## src/rtl/invsqrt_seq_ctrl.sv

```systemverilog
// Sequencer for a fast inverse-square-root: magic-constant seed followed by NITER Newton-Raphson
// refinements, each issued as mul/mul/sub/mul operations to a shared external FP unit.
module invsqrt_seq_ctrl #(
    parameter logic [31:0] MAGIC     = 32'h5f3759df,
    parameter int unsigned NITER     = 1,
    parameter logic [31:0] THREEHALF = 32'h3FC00000
) (
    input  logic        clk,
    input  logic        rst_n,
    input  logic        in_valid,
    output logic        in_ready,
    input  logic [31:0] in_data,
    output logic        out_valid,
    input  logic        out_ready,
    output logic [31:0] out_data,
    output logic        out_err,
    output logic        op_req,
    output logic        op_sel,
    output logic [31:0] op_a,
    output logic [31:0] op_b,
    input  logic        op_ack,
    input  logic [31:0] op_res
);

    localparam logic [3:0] IterLast = 4'(NITER);

    localparam logic [31:0] QNan   = 32'h7FC00000;
    localparam logic [31:0] PosInf = 32'h7F800000;

    typedef enum logic [2:0] {
        StIdle,
        StSeed,
        StYy,
        StHyy,
        StSub,
        StUpd,
        StOut
    } state_e;

    state_e      state_q, state_d;
    logic [31:0] x_q, x_d;
    logic [31:0] y_q, y_d;
    logic [31:0] h_q, h_d;
    logic [31:0] t_q, t_d;
    logic [3:0]  iter_q, iter_d;
    logic [31:0] out_data_q, out_data_d;
    logic        out_err_q, out_err_d;

    logic [31:0] seed_y;
    logic [31:0] seed_h;
    logic [3:0]  iter_inc;
    logic        is_special;
    logic [31:0] special_val;

    // Halving x is done by decrementing the exponent; only meaningful for normal operands.
    assign seed_y   = MAGIC - {1'b0, x_q[31:1]};
    assign seed_h   = {1'b0, x_q[30:23] - 8'd1, x_q[22:0]};
    assign iter_inc = iter_q + 4'd1;

    // Order matters: -0 must be caught as zero before the negative-operand rule.
    always_comb begin
        is_special  = 1'b1;
        special_val = QNan;
        if (x_q[30:0] == 31'd0) begin
            special_val = PosInf;
        end else if (x_q[31]) begin
            special_val = QNan;
        end else if (x_q[30:23] == 8'hFF && x_q[22:0] != 23'd0) begin
            special_val = QNan;
        end else if (x_q[30:23] == 8'hFF) begin
            special_val = 32'h0000_0000;
        end else if (x_q[30:23] == 8'h00) begin
            special_val = PosInf;
        end else begin
            is_special = 1'b0;
        end
    end

    always_comb begin
        state_d    = state_q;
        x_d        = x_q;
        y_d        = y_q;
        h_d        = h_q;
        t_d        = t_q;
        iter_d     = iter_q;
        out_data_d = out_data_q;
        out_err_d  = out_err_q;
        in_ready   = 1'b0;
        out_valid  = 1'b0;
        op_req     = 1'b0;
        op_sel     = 1'b0;
        op_a       = 32'd0;
        op_b       = 32'd0;

        case (state_q)
            StIdle: begin
                in_ready = 1'b1;
                if (in_valid) begin
                    x_d     = in_data;
                    state_d = StSeed;
                end
            end
            StSeed: begin
                y_d    = seed_y;
                h_d    = seed_h;
                iter_d = 4'd0;
                if (is_special) begin
                    out_data_d = special_val;
                    out_err_d  = 1'b1;
                    state_d    = StOut;
                end else if (NITER == 0) begin
                    out_data_d = seed_y;
                    out_err_d  = 1'b0;
                    state_d    = StOut;
                end else begin
                    state_d = StYy;
                end
            end
            StYy: begin
                op_req = 1'b1;
                op_a   = y_q;
                op_b   = y_q;
                if (op_ack) begin
                    t_d     = op_res;
                    state_d = StHyy;
                end
            end
            StHyy: begin
                op_req = 1'b1;
                op_a   = h_q;
                op_b   = t_q;
                if (op_ack) begin
                    t_d     = op_res;
                    state_d = StSub;
                end
            end
            StSub: begin
                op_req = 1'b1;
                op_sel = 1'b1;
                op_a   = THREEHALF;
                op_b   = t_q;
                if (op_ack) begin
                    t_d     = op_res;
                    state_d = StUpd;
                end
            end
            StUpd: begin
                op_req = 1'b1;
                op_a   = y_q;
                op_b   = t_q;
                if (op_ack) begin
                    y_d    = op_res;
                    iter_d = iter_inc;
                    if (iter_inc == IterLast) begin
                        out_data_d = op_res;
                        out_err_d  = 1'b0;
                        state_d    = StOut;
                    end else begin
                        state_d = StYy;
                    end
                end
            end
            StOut: begin
                out_valid = 1'b1;
                if (out_ready) begin
                    state_d = StIdle;
                end
            end
            default: begin
                state_d = StIdle;
            end
        endcase
    end

    always_ff @(posedge clk or negedge rst_n) begin
        if (!rst_n) begin
            state_q    <= StIdle;
            x_q        <= 32'd0;
            y_q        <= 32'd0;
            h_q        <= 32'd0;
            t_q        <= 32'd0;
            iter_q     <= 4'd0;
            out_data_q <= 32'd0;
            out_err_q  <= 1'b0;
        end else begin
            state_q    <= state_d;
            x_q        <= x_d;
            y_q        <= y_d;
            h_q        <= h_d;
            t_q        <= t_d;
            iter_q     <= iter_d;
            out_data_q <= out_data_d;
            out_err_q  <= out_err_d;
        end
    end

    assign out_data = out_data_q;
    assign out_err  = out_err_q;

endmodule

```

## config.mk

```make
export PLATFORM = sky130hd
export DESIGN_NAME = invsqrt_seq_ctrl
export DESIGN_NICKNAME = d
export VERILOG_FILES = /design/src/rtl/invsqrt_seq_ctrl.sv
export SDC_FILE = /design/constraint.sdc
export NUM_CORES = 1
export LEC_CHECK = 0
export ABC_AREA = 1
export BUFFER_PORTS_ARGS = -buffer_cell sky130_fd_sc_hd__buf_2
export CORE_ASPECT_RATIO = 1.75
export CORE_UTILIZATION = 40
export DETAILED_ROUTE_END_ITERATION = 6
export GPL_TIMING_DRIVEN = 0
export PLACE_DENSITY = 0.63
export SYNTH_ARGS = -nofsm -noshare
export SYNTH_HDL_FRONTEND = slang
export SYNTH_SLANG_ARGS = --single-unit
```

## constraint.sdc

```tcl
create_clock -name clk -period 2.7 [get_ports clk]
set_input_delay 0 -clock clk [delete_from_list [all_inputs] [get_ports clk]]
set_output_delay 0 -clock clk [all_outputs]
set_load 0.01 [all_outputs]
```

==> results by group <==
Critical path
  – Crit Path Class: reg2out
  – Critical Path Max Stage Delay: 0.50 ns
  – Crit path top cell by count: inv_2
  – Critical path peak fanout: 10
  – CP Buf/Inv Count: 4
  – Crit path cell chain: inv_2 > nor2_4 > nand2_2 > inv_2 > nor2_1 > clkbuf_1 > o21ai_0 > buf_2
  – Slowest cell on crit path: clkbuf_1
  – CP Data Required Time: 2.70 ns
  – Critical Path AT: 2.59 ns
  – Element type at the critical path end: primary output
  – Kind of start point of the critical path: flip-flop
  – Delay-heaviest family, CP: buffers and inverters

Clock tree
  – Worst skew pair latency: 0.45 ns
  – Post-CTS setup buffers: 0
  – CTS max path bufs: 2
  – Clock transition at path regs: approximately 0.070 ns
  – Inserted Clock Buffers: 17
  – CTS tree: done
  – Depth of the CTS H-tree: 4
  – Clk sinks: 167
  – CTS root buf: clkbuf_16

Pwr
  – Sequential Power Share: 30.5%
  – Clock network power share: 17.0%
  – Total power: 14.7 mW
  – Worst vdd ir: between 0.0004 and 0.0005 V
  – Pwr/cell area: about 1300 nW/um2
  – Leak: 5.79 nW
  – Int Power: between 7 and 8 mW
  – Gate power share: 52.5%
  – NetSw: 6.93 mW
  – Sw frac: 47.2%

Finish
  – # diodes: 0
  – Final core occ: between 50% and 60%
  – Area growth syn-to-layout: 28.7%
  – Layout cells sized above 1: 21.1%
  – Multi-input logic area: 3880 um2
  – Layout fillers: 2,213
  – Nets@finish: 1,468
  – Most frequent cells in the layout: nand2_1 (291), buf_2 (189), dfrtp_1 (167)
  – Commonest non-fill, non-tap cell in the layout: nand2_1
  – Reg area: 4180 um2

STA
  – Final hold slack: between 0.02 and 0.025 ns
  – RSZ-0062 raised after global routing: no
  – Worst slew pin tran: 0.782 ns
  – Layout Skew: 0.00679 ns
  – Rel. slew slack: a little under half
  – Final setup TNS: 0 ns
  – Tcrit/Tclk final: between 90% and 100%
  – Endpoints failing hold: 0
  – Fmax: 386 MHz
  – Final setup viols: 0
  – Max-slew violations: 0
  – Post-route minimum period: about 2.6 ns

Drt
  – TritonRoute pass-1 iters: 5
  – Vias per inst: 5.03
  – DRC Markers: 0
  – Vias: 8,541
  – Post-Route WL: ~30,000 um
  – Drt first-iter violations: 516
  – Routed length per instance: around 18 um
  – Routed Antenna Nets: 0

Floorplan
  – Die width: 114 um
  – Initial Utilization: 40.8%
  – Die Height: 198 um
  – Ports: 170
  – Row count: 71
  – CORE AREA: 21,500 um2
  – Total die area: 22,500 um2

Synthesis
  – FFs w/ async S/R, synth: 100%
  – Compound-Gate Fraction of Synth Area: 14.8%
  – Unique cell type count in the Yosys netlist: 42
  – Cells after Synth: 1,138
  – Post-synthesis mux area share: 2.91%
  – Syn. warnings: 0
  – #FFs+latches synth: between 150 and 200
  – Post-synthesis xor/xnor area fraction: 0.700%
  – EDFF count, synth: 0
  – Post-synthesis simple-gate area fraction: 24.9%
  – Post-Syn Area: 8760 um2
  – Seq/Total Area, Yosys: 47.7%
  – Combinational family with the most area after synthesis: simple AND/OR/NAND/NOR gates
  – Post-Syn Area per Cell: between 7 and 8 um2
  – Synth Area in Adders: 0.857%
  – Primary FF master, synth: dfrtp_1
  – Syn_nets: 1,213

Global route
  – Met3 Use GR: 2.88%
  – Overflow after GRT: 0
  – Gr busiest metal: met2
  – Grt met1 use: 31.9%
  – Initial antenna violation count: 0
  – Largest net degree at the start of global routing: 99
  – First-pass GRT wire length: 46,200 um
  – GRT met2 Usage: between 40 and 50%
  – Gr usage total: between 20% and 30%
  – Number of global-route vias before repair: roughly 8,500

Place
  – Dpl hpwl: 23,400 um
  – Buffers on Ports: 169
  – GPL Wtd Cong: 0.950

Worst hold path
  – Hold/Removal Path Class: in2reg

Run
  – Max_cap viols: 0

Status
  – Status: finished clean
==> tightest hold or removal path: stages <==
cell     delay [ns]
buf_2          0.10
inv_1          0.04
nand2_1        0.04
nand3_1        0.12
nand2_1        0.06
o21ai_0        0.06
==> routing by layer <==
metal	up-vias	routed length (um)
met3	65	936
met5	-	0
met2	254	15700
li1	4184	-
met1	4038	12200
met4	0	1360
==> Yosys cell counts (2+ instances only) <==
cell	n	area, um2
a21oi_1	49	245
a221o_1	2	20.0
a22o_1	3	26.3
a22oi_1	5	37.5
a31oi_1	11	68.8
buf_1	4	15.0
buf_2	21	105
buf_4	3	22.5
buf_6	3	33.8
clkbuf_1	20	75.1
dfrtp_1	167	4180
ha_1	6	75.1
inv_1	106	398
inv_2	11	41.3
mux2_2	12	135
mux2_4	8	120
nand2_1	291	1090
nand2_2	8	50.1
nand3_1	52	260
nand4_1	11	68.8
nor2_1	152	571
nor2_2	6	37.5
nor2_4	5	56.3
nor3_1	4	20.0
o21ai_0	136	681
o21ai_1	6	30.0
o21ai_2	11	96.3
o221ai_1	4	35.0
o22ai_1	2	12.5
or2_2	2	12.5
xor2_1	6	52.6
==> state kept, by name (all words and copies together) (netlist names) <==
register  count
h_q          31
iter_q        4
out_data     32
out_err       1
state_q       3
t_q          32
x_q          32
y_q          32
==> through the flow <==
step,instances,instance area [um2],setup slack (ns)
floorplan,1138,8760,0.805
global placement,1599,9980,-1.05
detailed placement,1600,10000,0.262
CTS,1698,11300,0.0519
global route,1698,11300,0.0392
finish,1698,11300,0.111
==> layout make-up <==
type / instances / area share (%)
Buffer: 52 / 2.37
Sequential cell: 167 / 37.1
Tap cell: 292 / 3.24
Inverter: 118 / 3.93
Timing Repair Buffer: 236 / 13.7
Multi-Input combinational cell: 801 / 34.4
Clock inverter: 13 / 1.29
Clock buffer: 19 / 4.02
==> worst paths after layout <==
check / cells past startpoint / slack (ns) / endpoint / from
max: 8 / 0.11 / op_a[20] / state_q[2]
min: 6 / 0.02 / state_q[0] / in_valid
max reg2reg: 15 / 0.23 / out_data[30] / x_q[23]
min reg2reg: 2 / 0.47 / out_err / out_err
max in group asynchronous: 3 / 1.72 / y_q[0] / rst_n
min in group asynchronous: 2 / 0.17 / out_data[27] / rst_n
==> power groups by stage <==
stage	Sequential [mW]	Combinational, mW	Clock [mW]
3_3_place_gp	4.45	7.50	0
5_1_grt	4.61	8.55	2.61
4_1_cts	4.46	7.71	2.52
3_5_place_dp	4.48	7.59	0
2_1_floorplan	4.41	4.76	0
6_report	4.48	7.71	2.50
==> kinds of logic (layout without fill, tap and decap cells) <==
kind of cell | Yosys count | in the layout
and+or+nand+nor | 533 | 533
AOI/OAI and AO/OA | 235 | 235
buffers and inverters | 170 | 438
DFF | 167 | 167
muxes | 20 | 20
xor gates and xnor gates | 7 | 7
adders and majority gates | 6 | 6
==> repair_timing <==
action                                 in CTS  in global routing
resized for setup                           0                  3
hold buffers                               66                  0
endpoints found under the hold margin     213                  0
setup endpoints to repair                   0                  6
Note: power is estimated with default switching activity, not from simulation.
